### config.mk
export PLATFORM = sky130hd
export DESIGN_NAME = uart_ctrl_arbiter
export DESIGN_NICKNAME = d
export VERILOG_FILES = /design/src/rtl/uart_ctrl_arbiter.sv
export SDC_FILE = /design/constraint.sdc
export NUM_CORES = 1
export LEC_CHECK = 0
export ABC_AREA = 1
export CAP_MARGIN = 20
export CORE_MARGIN = 2
export CORE_UTILIZATION = 40
export CTS_BUF_LIST = sky130_fd_sc_hd__clkbuf_8 sky130_fd_sc_hd__clkbuf_16
export CTS_CLUSTER_SIZE = 30
export DETAILED_ROUTE_END_ITERATION = 7
export GPL_TIMING_DRIVEN = 0
export MAX_ROUTING_LAYER = met4
export PLACE_DENSITY = 0.73
export SYNTH_ARGS = -nofsm -noshare
export SYNTH_HDL_FRONTEND = slang
export SYNTH_SLANG_ARGS = --single-unit
### constraint.sdc
create_clock -name clk -period 1.6 [get_ports clk]
set_clock_uncertainty 0.05 [all_clocks]
set_input_delay 0.24 -clock clk [delete_from_list [all_inputs] [get_ports clk]]
set_output_delay 0.24 -clock clk [all_outputs]
set_load 0.02 [all_outputs]
### src/rtl/uart_ctrl_arbiter.sv
// Two-requester round-robin front end for a UART transmitter, plus a one-deep receive
// holding register with interrupt clear handshake and sticky overrun flag.
module uart_ctrl_arbiter #(
  parameter int unsigned CLKS_PER_BIT = 434,
  parameter int unsigned FRAME_BITS   = 11
) (
  input  logic       clk,
  input  logic       reset,
  input  logic       req0_valid,
  input  logic [7:0] req0_data,
  output logic       req0_ready,
  input  logic       req1_valid,
  input  logic [7:0] req1_data,
  output logic       req1_ready,
  output logic [7:0] DataToTransmit,
  output logic       Transmit,
  input  logic       RxInterrupt,
  input  logic [7:0] ReceivedData,
  input  logic       ParityError,
  output logic       ClearInterrupt,
  output logic       rx_valid,
  output logic [7:0] rx_data,
  output logic       rx_perr,
  input  logic       rx_ready,
  output logic       rx_overrun,
  output logic       tx_busy,
  output logic       last_grant
);

  localparam int unsigned FrameCycles = CLKS_PER_BIT * FRAME_BITS;
  localparam int unsigned CntW        = $clog2(FrameCycles);
  localparam logic [CntW-1:0] CntLoad = CntW'(FrameCycles - 2);

  typedef enum logic [1:0] {TxIdle, TxSend, TxWait} tx_state_e;
  typedef enum logic [1:0] {RxIdle, RxClear, RxWaitLow} rx_state_e;

  tx_state_e       tx_state_q, tx_state_d;
  logic [CntW-1:0] cnt_q, cnt_d;
  logic [7:0]      dtx_q, dtx_d;
  logic            last_q, last_d;
  logic            grant0, grant1;

  rx_state_e       rx_state_q, rx_state_d;
  logic            rx_valid_q, rx_valid_d;
  logic [7:0]      rx_data_q, rx_data_d;
  logic            rx_perr_q, rx_perr_d;
  logic            rx_ovr_q, rx_ovr_d;
  logic            rx_free;

  // Round-robin: on contention the requester that was not served last wins.
  always_comb begin
    grant0 = 1'b0;
    grant1 = 1'b0;
    if (tx_state_q == TxIdle && !reset) begin
      if (req0_valid && req1_valid) begin
        grant0 = last_q;
        grant1 = !last_q;
      end else begin
        grant0 = req0_valid;
        grant1 = req1_valid;
      end
    end
  end

  always_comb begin
    tx_state_d = tx_state_q;
    cnt_d      = cnt_q;
    dtx_d      = dtx_q;
    last_d     = last_q;
    case (tx_state_q)
      TxIdle: begin
        if (grant0 || grant1) begin
          dtx_d      = grant1 ? req1_data : req0_data;
          last_d     = grant1;
          tx_state_d = TxSend;
        end
      end
      TxSend: begin
        cnt_d      = CntLoad;
        tx_state_d = TxWait;
      end
      TxWait: begin
        if (cnt_q == '0) begin
          tx_state_d = TxIdle;
        end else begin
          cnt_d = cnt_q - CntW'(1);
        end
      end
      default: tx_state_d = TxIdle;
    endcase
  end

  // A byte consumed in the same cycle frees the slot for a new capture.
  assign rx_free = !rx_valid_q || rx_ready;

  always_comb begin
    rx_state_d = rx_state_q;
    rx_valid_d = rx_valid_q;
    rx_data_d  = rx_data_q;
    rx_perr_d  = rx_perr_q;
    rx_ovr_d   = rx_ovr_q;
    if (rx_valid_q && rx_ready) begin
      rx_valid_d = 1'b0;
    end
    case (rx_state_q)
      RxIdle: begin
        if (RxInterrupt) begin
          if (rx_free) begin
            rx_valid_d = 1'b1;
            rx_data_d  = ReceivedData;
            rx_perr_d  = ParityError;
          end else begin
            rx_ovr_d = 1'b1;
          end
          rx_state_d = RxClear;
        end
      end
      RxClear:   rx_state_d = RxWaitLow;
      RxWaitLow: if (!RxInterrupt) rx_state_d = RxIdle;
      default:   rx_state_d = RxIdle;
    endcase
  end

  always_ff @(posedge clk) begin
    if (reset) begin
      tx_state_q <= TxIdle;
      cnt_q      <= '0;
      dtx_q      <= 8'h00;
      last_q     <= 1'b1;
      rx_state_q <= RxIdle;
      rx_valid_q <= 1'b0;
      rx_data_q  <= 8'h00;
      rx_perr_q  <= 1'b0;
      rx_ovr_q   <= 1'b0;
    end else begin
      tx_state_q <= tx_state_d;
      cnt_q      <= cnt_d;
      dtx_q      <= dtx_d;
      last_q     <= last_d;
      rx_state_q <= rx_state_d;
      rx_valid_q <= rx_valid_d;
      rx_data_q  <= rx_data_d;
      rx_perr_q  <= rx_perr_d;
      rx_ovr_q   <= rx_ovr_d;
    end
  end

  assign req0_ready     = grant0;
  assign req1_ready     = grant1;
  assign DataToTransmit = dtx_q;
  assign Transmit       = (tx_state_q == TxSend);
  assign tx_busy        = (tx_state_q != TxIdle);
  assign last_grant     = last_q;
  assign ClearInterrupt = (rx_state_q == RxClear);
  assign rx_valid       = rx_valid_q;
  assign rx_data        = rx_data_q;
  assign rx_perr        = rx_perr_q;
  assign rx_overrun     = rx_ovr_q;

endmodule

==> After elaboration in Yosys (flattened, before gate mapping) <==
Cells that the tools add are included.
{ "word_totals": {"ff_bits": 37, "in_bits": 31, "output_inout_bits": 25, "wordCells": 56} }
{ "classes": {"n_addsub": 1, "eq_ne": 9, "muxes": 17, "bitwise_logic": 1, "n_reduce_logical": 19} }
{ "ops": {"columns": ["operator", "count"], "rows": [
  ["$pmux W13 S2", 1],
  ["$logic_not A13 Y1", 1],
  ["$mux W13", 1],
  ["$sub A13 B1 Y13 const B", 1],
  ["$pmux W2 S3", 2],
  ["$mux W1", 8],
  ["$mux W2", 4],
  ["$mux W8", 1],
  ["$ne A2 B2 Y1 const B", 4],
  ["$reduce_and A2 Y1", 4],
  ["$reduce_and A3 Y1", 2],
  ["$eq A2 B1 Y1 const B", 2],
  ["$eq A2 B2 Y1 const B", 2],
  ["$logic_not A2 Y1", 2],
  ["$reduce_bool A2 Y1", 2],
  ["$logic_and A1 B1 Y1", 3],
  ["$logic_not A1 Y1", 3],
  ["$logic_or A1 B1 Y1", 2],
  ["$ne A2 B1 Y1 const B", 1],
  ["$not A1 Y1", 1]
]} }

==> Longest topological paths before layout <==
Gate-level depths: netlist (run 1).
{ "logic_depth": {"word_depth": 6, "ltp_mapped": 10, "mapped_depth_nobuf": 10} }

==> Worst setup path before layout (run 1) <==
OpenSTA, ideal clock, no wires.
{ "synth_path": {"path_kind": "register to register", "start": "register tx_state_q[0]", "end": "register dtx_q[0] (netlist: DataToTransmit[0])", "setup_time_ns": 0.058, "arrival_ns": 1.304, "t_required_ns": 1.492, "slack_ns": 0.188, "path_stages_with_launch": 10, "path_buffers": 0, "path_cell_list": "dfxtp_1 -> inv_2 -> nand2_1 -> nor2_2 -> nand3_2 -> inv_2 -> nand2_1 -> nand3_1 -> o211ai_1 -> inv_1"} }
{ "synth_via": {"elab_chain_len": 5, "elab_cells_between_ends": 7, "cone_classes": "3 x mux; 4 x reduce/logical"} }
{ "synth_lines": {"columns": ["item", "line_no", "text"], "rows": [
  ["start: declaration", "37", "tx_state_e tx_state_q, tx_state_d;"],
  ["start signal: assignment", "126", "tx_state_q <= TxIdle;"],
  ["start signal: assignment", "136", "tx_state_q <= tx_state_d;"],
  ["$logic_not A2 Y1 (*)", "54", "if (tx_state_q == TxIdle && !reset) begin"],
  ["$logic_and A1 B1 Y1 (*)", "54", null],
  ["$mux W1 (*)", "54", null],
  ["named net req1_ready", "14", "output logic req1_ready,"],
  ["$logic_or A1 B1 Y1", "72", "if (grant0 || grant1) begin"],
  ["$reduce_and A2 Y1 (no source line)", null, null],
  ["end signal: assignment", "138", "dtx_q <= dtx_d;"],
  ["end: declaration", "39", "logic [7:0] dtx_q, dtx_d;"]
]} }
Mark *: on every way through the listed nets, which the timed path passes. The rest lies on a longest branch.
A chain may end at the register's enable or synchronous reset.

==> Final worst setup path (run 1) <==
{ "layout_path": {"start": "register last_q (netlist: last_grant)", "end": "output last_grant"} }
{ "layout_lines": {"columns": ["item", "line_no", "text"], "rows": [
  ["start: declaration", "40", "logic last_q, last_d;"],
  ["start signal: assignment", "139", "last_q <= last_d;"],
  ["end: declaration", "27", "output logic last_grant"]
]} }
No word-level cell between the ends.

==> results.ini, run 1 <==
[floorplan]
initial_utilization_pct=41.3
ios=56
fp.dieH_um=70.8
core-area_um2=4320
die_w_um=70.8
rows=24
dieArea_um2=5010

[logic_synthesis]
synth_top_area_share_pct=41.5
syn_area_um2=1790
synthDistinctLibCells=25
synthesis.nets=291
yosysTopAreaCell=dfxtp_1
synth_enable_flop_cells=0
ys_top_cells_by_area=dfxtp_1 41%, nand2_1 13%, nand3_1 11%
ys_seq_area_share_pct=41.5
ys_ff_latch=37
synthFlopType=dfxtp_1
syn_area_per_cell_um2=6.92
async_flop_share_pct=0
synth_cells=258
ys.warnings.count=0

[final_layout]
instances_no_fill=378
area_delta_synth_final_pct=42.5
fin_nets=358
antenna_cells=0
fill_cells=431
drive_above_1_share_pct=12.6

[setup_path]
crit_chain=clkdlybuf4s50_1
critPathKind=reg2out
start_kind=flip-flop
cp_slowest_stage_delay_ps=620
slowest_stage=clkdlybuf4s50_1
critPathArrivalTime_ps=1260
cp.required_ps=1310
crit_family=buffers and inverters
crit_buf_inv=1
crit_path_end_kind=output port
cp_max_fo=3

[timing]
setup_tns_ps=0
slew_headroom_pct=63.2
setup_viol_count_final=0
maxSlewViolCount=0
final_hold_viol_count=0
period_needed_ps=1550
setup_ws_ps=51.2
fmax_mhz=646
rsz0062_at_grt=false
worst_slew_pin_slew_ps=552
final.period_utilization_pct=96.8

[global_routing]
grt_max_degree=13
grt_pass1_vias=1788
antenna_found_initial=0
grt_use_total_pct=19.6
grt_pass1_wl_mm=7.71
grt.overflow.total=0

[power]
power_density_nw_per_um2=1140
vdd_drop_max_v=0.000651
p_leak_nw=1.15

[cts]
cts.sinks=37
clock_latency_ps=300
clk_path_buf_depth=2
cts_made_buffers=5
cts_tree=built
ctsHoldBuffers=0
cts-htree-levels=2
clk_pin_slew_ps=70
cts_root_buf=clkbuf_8

[routing]
viasPerCell=4.85
routed_wl_mm=4.52
post-route-drc-count=0
ant_nets=0
wire_per_inst_um=12.0
drtPass1Iterations=4
num_vias=1835
drt_iter0_drc=82

[place]
place_inst=364
gp_congestion=0.829
dp_hpwl_mm=3.18
place_ws_ps=-511
portBuffers=54

[hold_path]
hp-class=in2reg

[outcome]
status=completed

[job]
maxCapViolations=0

==> report_power, final <==
group / switching (W) / internal [W] / leakage [nW]
Combinational: 0.000645 / 0.000468 / 0.799
Clock: 0.000344 / 0.000301 / 0.0439
Sequential: 0.0000913 / 0.00104 / 0.305
==> final timing paths <==
check,start,end,slack (ps),depth (start not counted)
setup / recovery,last_grant,last_grant,50,1
hold / removal,reset,tx_state_q[1],210,2
setup reg to reg,tx_state_q[0],last_grant,150,8
hold reg to reg,rx_data[5],rx_data[5],410,2
==> metal layers <==
metal	GRT usage (%)	part of all wire [%]	vias to the layer above	routed length (um)
li1	-	-	967	-
met1	23.1	45	825	2040
met2	32.4	49	36	2200
met3	3.85	4.2	7	190
met4	9.01	2.0	0	89
met5	-	0	-	0
==> placed cells by master (no fill, tap or decap) <==
cell	n
a211oi_1	1
a21boi_1	1
a21oi_1	25
buf_2	3
buf_4	9
buf_8	1
clkbuf_1	4
clkbuf_8	5
clkdlybuf4s50_1	48
clkinv_2	2
clkinvlp_4	1
dfxtp_1	35
dfxtp_2	2
dlygate4sd2_1	3
dlymetal6s2s_1	1
ha_1	2
inv_1	28
inv_2	2
inv_4	1
nand2_1	59
nand2_2	5
nand2_4	1
nand3_1	38
nand3_4	1
nand3b_1	1
nand4_1	1
nor2_1	24
nor2_2	4
nor2_4	1
o211ai_1	9
o21ai_0	2
o21bai_1	1
or2_2	3
xor2_1	2
==> layout make-up <==
class	count	area [um^2]	area share [%]
well taps	52	65.1	2.56
clock buffers	5	68.8	2.71
repair buffers	60	579	22.8
multi-input cells	181	898	35.3
flip-flops and latches	37	743	29.2
plain buffers	9	52.6	2.07
clock inverters	3	17.5	0.689
inverters	31	119	4.67
==> registers in the layout, indices dropped and copies added (netlist names), 2 cells and up <==
register / cells
DataToTransmit: 8
cnt_q: 13
rx_state_q: 2
tx_state_q: 2
rx_data: 8
==> cells in the mapped netlist (2+ instances only) <==
master,count
ha_1,2
buf_2,3
a21oi_1,25
dfxtp_1,37
or2_2,3
o211ai_1,9
nor2_2,3
clkbuf_1,4
nor2_1,26
nand3_1,38
inv_1,28
nand2_1,61
o21ai_0,2
nand2_2,3
xor2_1,2
inv_2,3
==> what timing repair did <==
action	CTS	global route
pin swaps	1	3
setup buffers	1	5
endpoints found under the hold margin	0	0
gates resized for setup	14	10
endpoints found under the setup margin	5	9
gates cloned	0	0
==> kinds of logic after synthesis <==
logic type	after synthesis	synth area share (%)
adders and majority gates	2	1.40
buffers and inverters	40	9.46
DFF	37	41.5
AOI/OAI and AO/OA	39	12.6
and+or+nand+nor	138	34.1
xor gates and xnor gates	2	0.981
==> metrics by stage <==
stage	utilization [%]	hold slack [ps]	instance area, um^2	power, W
finish	58.8	207	2540	0.00289
global route	58.8	217	2540	0.00310
CTS	57.5	201	2490	0.00288
detailed placement	55.3	404	2390	0.00223
global placement	55.3	389	2390	0.00221
floorplan	-	354	1790	0.00187
(Power assumes the default switching activity.)
==> run 2: changes to the inputs <==
--- a/config.mk
+++ b/config.mk
@@ -15,6 +15,7 @@
 export GPL_TIMING_DRIVEN = 0
 export MAX_ROUTING_LAYER = met4
 export PLACE_DENSITY = 0.73
+export RECOVER_POWER = 50
 export SYNTH_ARGS = -nofsm -noshare
 export SYNTH_HDL_FRONTEND = slang
 export SYNTH_SLANG_ARGS = --single-unit
==> constraint.sdc (replaced) <==
create_clock -name clk -period 1.8 [get_ports clk]
set_clock_uncertainty 0.05 [all_clocks]
set_input_delay 0.27 -clock clk [delete_from_list [all_inputs] [get_ports clk]]
set_output_delay 0.27 -clock clk [all_outputs]
set_load 0.02 [all_outputs]
==> results.ini, run 2 (synthesis gave the netlist of run 1 again) <==
[floorplan]
fp.dieH_um=70.8  ; unchanged
ios=56  ; unchanged
initial_utilization_pct=41.3  ; unchanged
die_w_um=70.8  ; unchanged
dieArea_um2=5010  ; unchanged
rows=24  ; unchanged
core-area_um2=4320  ; unchanged

[setup_path]
cp.required_ps=1480  ; was 1310 ps
reg2reg_slack_ps=250  ; was 150 ps
start_kind=flip-flop  ; unchanged
cp_max_fo=2  ; was 3
crit_path_end_kind=output port  ; unchanged
critPathArrivalTime_ps=1360  ; was 1260 ps
critPathKind=reg2out  ; unchanged

[timing]
maxSlewViolCount=0  ; unchanged
setup_tns_ps=0  ; unchanged
period_needed_ps=1680
worst_slew_pin_slew_ps=553  ; was 552 ps
rsz0062_at_grt=false  ; unchanged
slew_headroom_pct=63.1  ; was 63.2%
fmax_mhz=594
final.period_utilization_pct=93.5
setup_viol_count_final=0  ; unchanged
final_hold_viol_count=0  ; unchanged

[global_routing]
grt_use_total_pct=19.4  ; was 19.6%
grt_max_degree=13  ; unchanged
grt.overflow.total=0  ; unchanged
grt_pass1_vias=1774  ; was 1788
antenna_found_initial=0  ; unchanged
grt_pass1_wl_mm=7.60  ; was 7.71 mm

[cts]
clock_latency_ps=300  ; about the same
ctsHoldBuffers=0  ; unchanged
cts_made_buffers=5  ; unchanged
clk_path_buf_depth=2  ; unchanged
cts_root_buf=clkbuf_8  ; unchanged
cts.sinks=37  ; unchanged
cts-htree-levels=2  ; unchanged
clk_pin_slew_ps=70  ; about the same
cts_tree=built  ; unchanged

[routing]
drtPass1Iterations=4  ; unchanged
viasPerCell=4.84  ; was 4.85
wire_per_inst_um=11.8  ; was 12.0 um
num_vias=1816  ; was 1835
routed_wl_mm=4.44  ; was 4.52 mm
drt_iter0_drc=105  ; was 82
post-route-drc-count=0  ; unchanged
ant_nets=0  ; unchanged

[power]
p_sw_share_pct=37.5  ; was 37.4%
power_frac_comb_pct=37.7  ; was 38.6%
internal-power_w=0.00157  ; was 0.00181 W
power_density_nw_per_um2=1010  ; was 1140 nW/um^2
power.switching_w=0.000946  ; was 0.00108 W
p_total_w=0.00252  ; was 0.00289 W
p_seq_share_pct=39.6  ; was 39.1%
vdd_drop_max_v=0.000584  ; was 0.000651 V
clkPwrFrac_pct=22.6  ; was 22.3%
p_leak_nw=1.11  ; was 1.15 nW

[final_layout]
area_delta_synth_final_pct=39.2  ; was 42.5%
fill_cells=438  ; was 431
mostFrequentLayoutCells=62 x nand2_1, 44 x clkdlybuf4s50_1, 38 x nand3_1  ; was 59 x nand2_1, 48 x clkdlybuf4s50_1, 38 x nand3_1
drive_above_1_share_pct=8.67  ; was 12.6%
largest_reg_flops=13  ; unchanged
layout_commonest_cell=nand2_1  ; unchanged
antenna_cells=0  ; unchanged
regMostFlops=cnt_q  ; unchanged
fin_nets=355  ; was 358

[outcome]
status=completed  ; unchanged

[hold_path]
hp-class=in2reg  ; unchanged

[place]
dp_hpwl_mm=3.18  ; unchanged
portBuffers=54  ; unchanged
gp_congestion=0.829  ; unchanged

[job]
maxCapViolations=0  ; unchanged

run 2: critical path: stages (launching register included):
cell,delay (ps)
dfxtp_1,330
inv_1,50
nor2_1,80
clkdlybuf4s50_1,610
run 2: layout make-up:
class                      count  area [um^2]  share of cell area [%]
tap                           52         65.1                    2.62
clock buffer                   5         68.8                    2.77
sequential                    37          741                    29.8
clock inverter                 3         17.5                   0.705
timing repair buffer          57          541                    21.7
inverter                      31          121                    4.88
buffer                         9         48.8                    1.96
multi-input combinational    181          883                    35.5
run 2: repair_timing:
item,CTS,global route
setup buffers,0,3
gates resized for setup,4,9
pin swaps,0,1
cloned,0,0
endpoints found under the setup margin,2,4
run 2: worst paths after layout:
path | startpoint | end | cells past startpoint
max | rx_state_q[0] | ClearInterrupt | 3
min | reset | rx_data[7] | 2
max reg2reg | tx_state_q[0] | last_grant | 7
min reg2reg | rx_data[5] | rx_data[5] | 2
run 2: routing by layer:
layer  vias to the layer above  global-route usage, %  routed length, um
met4                         0                   9.01                 88
met5                         -                      -                  0
li1                        961                      -                  -
met3                         7                   3.70                180
met1                       812                   22.7               1980
met2                        36                   32.1               2190
run 2: per-stage QoR:
| stage | worst slack, ps | instances | area (um^2) | hold WS [ps] | utilization [%] |
|---|---|---|---|---|---|
| 2_1_floorplan | 358 | 258 | 1790 | 372 | - |
| 3_3_place_gp | -350 | 364 | 2390 | 389 | 55.3 |
| 3_5_place_dp | -371 | 364 | 2390 | 404 | 55.3 |
| 4_1_cts | -136 | 372 | 2480 | 213 | 57.3 |
| 5_1_grt | 8.71 | 375 | 2490 | 245 | 57.5 |
| 6_report | 117 | 375 | 2490 | 238 | 57.5 |
run 2: power by group through the flow:
stage | clock [W] | combinational (W) | sequential [W]
6_report | 0.000571 | 0.000952 | 0.000999
5_1_grt | 0.000626 | 0.00108 | 0.00101
4_1_cts | 0.000590 | 0.000965 | 0.00100
3_5_place_dp | 0 | 0.000962 | 0.00102
3_3_place_gp | 0 | 0.000950 | 0.00101
2_1_floorplan | 0 | 0.000607 | 0.00106
==> run 3: changes to the inputs <==
--- a/config.mk
+++ b/config.mk
@@ -5,7 +5,6 @@
 export SDC_FILE = /design/constraint.sdc
 export NUM_CORES = 1
 export LEC_CHECK = 0
-export ABC_AREA = 1
 export CAP_MARGIN = 20
 export CORE_MARGIN = 2
 export CORE_UTILIZATION = 40
@@ -13,8 +12,9 @@
 export CTS_CLUSTER_SIZE = 30
 export DETAILED_ROUTE_END_ITERATION = 7
 export GPL_TIMING_DRIVEN = 0
+export HOLD_SLACK_MARGIN = 0.05
 export MAX_ROUTING_LAYER = met4
-export PLACE_DENSITY = 0.73
+export PLACE_DENSITY = 0.74
 export RECOVER_POWER = 50
 export SYNTH_ARGS = -nofsm -noshare
 export SYNTH_HDL_FRONTEND = slang
==> results.ini, run 3 <==
[setup_path]
crit_path_end_kind=flip-flop  ; was output port
cp_max_fo=6  ; was 2
critPathKind=reg2reg  ; was reg2out
crit_family=simple AND/OR/NAND/NOR gates  ; was buffers and inverters
reg2reg_from=cnt_q[5]  ; was tx_state_q[0]
reg2reg_slack_ps=-80  ; was 250 ps
cp.required_ps=1970  ; was 1480 ps
crit_chain=or4_4 -> a2111oi_4 -> mux2_4 -> nor2_1  ; was inv_1 -> nor2_1 -> clkdlybuf4s50_1
slowest_stage=or4_4  ; was clkdlybuf4s50_1
rr_worst_depth=4  ; was 7
cp_slowest_stage_delay_ps=550  ; was 610 ps
start_kind=flip-flop  ; unchanged
critPathArrivalTime_ps=2060  ; was 1360 ps
reg2reg_to=cnt_q[8]  ; was last_grant
crit_buf_inv=0  ; was 2

[timing]
maxSlewViolCount=0  ; unchanged
period_needed_ps=1880  ; was 1680 ps
final.period_utilization_pct=105  ; was 93.5%
slew_headroom_pct=62.6  ; was 63.1%
setup_tns_ps=-138  ; was 0 ps
setup_viol_count_final=3  ; was 0
fmax_mhz=531  ; was 594 MHz
final_hold_viol_count=0  ; unchanged
worst_slew_pin_slew_ps=562  ; was 553 ps
setup_ws_ps=-84.9  ; was 117 ps
rsz0062_at_grt=true  ; was false

[final_layout]
regMostFlops=cnt_q  ; unchanged
final_core_util_pct=59.3  ; was 57.5%
largest_reg_flops=13  ; unchanged
fin_nets=292  ; was 355
antenna_cells=0  ; unchanged
mostFrequentLayoutCells=38 x clkdlybuf4s50_1, 32 x dfxtp_1, 26 x nor2_1  ; was 62 x nand2_1, 44 x clkdlybuf4s50_1, 38 x nand3_1
area_delta_synth_final_pct=44.8  ; was 39.2%
layout_commonest_cell=clkdlybuf4s50_1  ; was nand2_1
drive_above_1_share_pct=16.5  ; was 8.67%

[routing]
wire_per_inst_um=13.3  ; was 11.8 um
drt_iter0_drc=94  ; was 105
num_vias=1627  ; was 1816
routed_wl_mm=4.16  ; was 4.44 mm
viasPerCell=5.21  ; was 4.84
ant_nets=0  ; unchanged
drtPass1Iterations=7  ; was 4
post-route-drc-count=1  ; was 0

[cts]
cts.sinks=37  ; unchanged
cts_root_buf=clkbuf_8  ; unchanged
clock_latency_ps=280  ; was 300 ps
clk_pin_slew_ps=80  ; was 70 ps
cts_made_buffers=5  ; unchanged
cts_tree=built  ; unchanged
cts-htree-levels=2  ; unchanged
clk_path_buf_depth=2  ; unchanged

[global_routing]
grt_use_total_pct=17.2  ; was 19.4%
grt.overflow.total=0  ; unchanged
grt_pass1_wl_mm=6.79  ; was 7.60 mm
antenna_found_initial=0  ; unchanged
grt_max_degree=13  ; unchanged
grt_pass1_vias=1544  ; was 1774

[hold_path]
hold_depth=2  ; unchanged
hp-start=rx_overrun  ; was reset
hold_path_end=rx_overrun  ; was rx_data[7]
hp-class=reg2reg  ; was in2reg

[logic_synthesis]
async_flop_share_pct=0  ; unchanged
synthFlopType=dfxtp_1  ; unchanged
yosys.cell_count.top_type=dfxtp_1  ; was nand2_1
ys_seq_area_share_pct=42.1  ; was 41.5%
synth_enable_flop_cells=0  ; unchanged
synthDistinctLibCells=40  ; was 25
synth_cells=194  ; was 258
synth_common_cells=37 x dfxtp_1, 27 x nor2_1, 18 x mux2i_1, 11 x a211oi_1, 10 x inv_1  ; was 61 x nand2_1, 38 x nand3_1, 37 x dfxtp_1, 28 x inv_1, 26 x nor2_1
syn_area_per_cell_um2=9.07  ; was 6.92 um^2
syn_area_um2=1760  ; was 1790 um^2
synthesis.nets=227  ; was 291
ys.warnings.count=0  ; unchanged
synth_top_area_share_pct=42.1  ; was 41.5%
yosysTopAreaCell=dfxtp_1  ; unchanged
ys_top_cells_by_area=dfxtp_1 42%, mux2i_1 10%, nor2_1 5.8%  ; was dfxtp_1 41%, nand2_1 13%, nand3_1 11%
ys_ff_latch=37  ; unchanged

[floorplan]
dieArea_um2=4940  ; was 5010 um^2
rows=24  ; unchanged
die_w_um=70.3  ; was 70.8 um
fp.dieH_um=70.3  ; was 70.8 um
initial_utilization_pct=41.0  ; was 41.3%
ios=56  ; unchanged
core-area_um2=4290  ; was 4320 um^2

[power]
vdd_drop_max_v=0.000491  ; was 0.000584 V
power_density_nw_per_um2=914  ; was 1010 nW/um^2
p_leak_nw=1.07  ; was 1.11 nW

[place]
dp_hpwl_mm=2.86  ; was 3.18 mm
portBuffers=55  ; was 54
gp_congestion=0.796  ; was 0.829

[outcome]
status=finished with violations  ; was completed
violations=DRC, setup timing

[job]
maxCapViolations=0  ; unchanged

[run 3: changes by cell type in the layout (fill, tap and decap cells not counted), moves of 6 or more]
| cell | delta |
|---|---|
| nand2_1 | -54 |
| nand3_1 | -33 |
| inv_1 | -21 |
| mux2i_1 | +18 |
| a21oi_1 | -17 |
| a211oi_1 | +10 |
| nand2b_1 | +7 |
| o211ai_1 | -7 |
| clkdlybuf4s50_1 | -6 |
| dlygate4sd3_1 | +6 |
[run 3: area by class of cell]
class / instances / area [um^2]
fill: 380 / 1750
multi-input combinational: 135 / 975
sequential: 37 / 749
timing repair buffer: 60 / 578
clock buffer: 5 / 68.8
tap: 52 / 65.1
buffer: 9 / 50.0
inverter: 11 / 43.8
clock inverter: 3 / 17.5
[run 3: logic make-up after synthesis]
group	Yosys count	synth area share, %
AND/OR/NAND/NOR	77	24.9
AO/OA/AOI/OAI	37	15.6
flip-flops	37	42.1
buffers and inverters	22	5.05
multiplexers	19	10.9
adder cells (fa/ha/maj)	2	1.42
[run 3: worst min-delay path: stages (launching register included)]
cell     delay (ps)
dfxtp_1         310
inv_1            50
o22ai_1          70
[run 3: routing by layer]
metal  up-vias  part of all wire, %  wire, um  GRT usage [%]
met3         2                  7.1       297           5.05
met4         0                 0.34        14           4.91
li1        834                    -         -              -
met5         -                    0         0              -
met2        54                   47      1940           26.5
met1       737                   46      1910           21.9
[run 3: metrics by stage]
stage	setup slack (ps)	area [um^2]	total power [W]	hold WS, ps	std cells
floorplan	23.7	1760	0.00145	364	194
global placement	-517	2370	0.00170	416	301
detailed placement	-541	2370	0.00171	417	301
CTS	-133	2520	0.00234	429	311
global route	-133	2550	0.00245	462	312
finish	-84.9	2550	0.00233	425	312
[run 3: how the worst max path moves through the flow]
stage                     slack [ps]    endpoint     startpoint  cells after the start
after floorplan                   20    cnt_q[8]       cnt_q[4]                      4
after global placement          -520  req1_ready          reset                      6
after detailed placement        -540  req1_ready          reset                      6
after CTS                       -130  req1_ready  tx_state_q[0]                      5
after global routing            -130    cnt_q[8]       cnt_q[5]                      4
final                            -80    cnt_q[8]       cnt_q[5]                      4
[run 3: power by group]
part	internal (W)	switching, W	total, W
Sequential	0.000902	0.0000844	0.000986
Combinational	0.000375	0.000392	0.000766
Clock	0.000268	0.000309	0.000576
Total	0.00154	0.000785	0.00233
[run 3: repair_timing]
action                                  in CTS  in global routing
endpoints found under the hold margin        0                  0
hold buffers                                 0                  0
resized for setup                           24                 15
cloned                                       0                  0
endpoints found under the setup margin      14                 17
pin swaps                                    2                  5
setup buffers                                4                  2
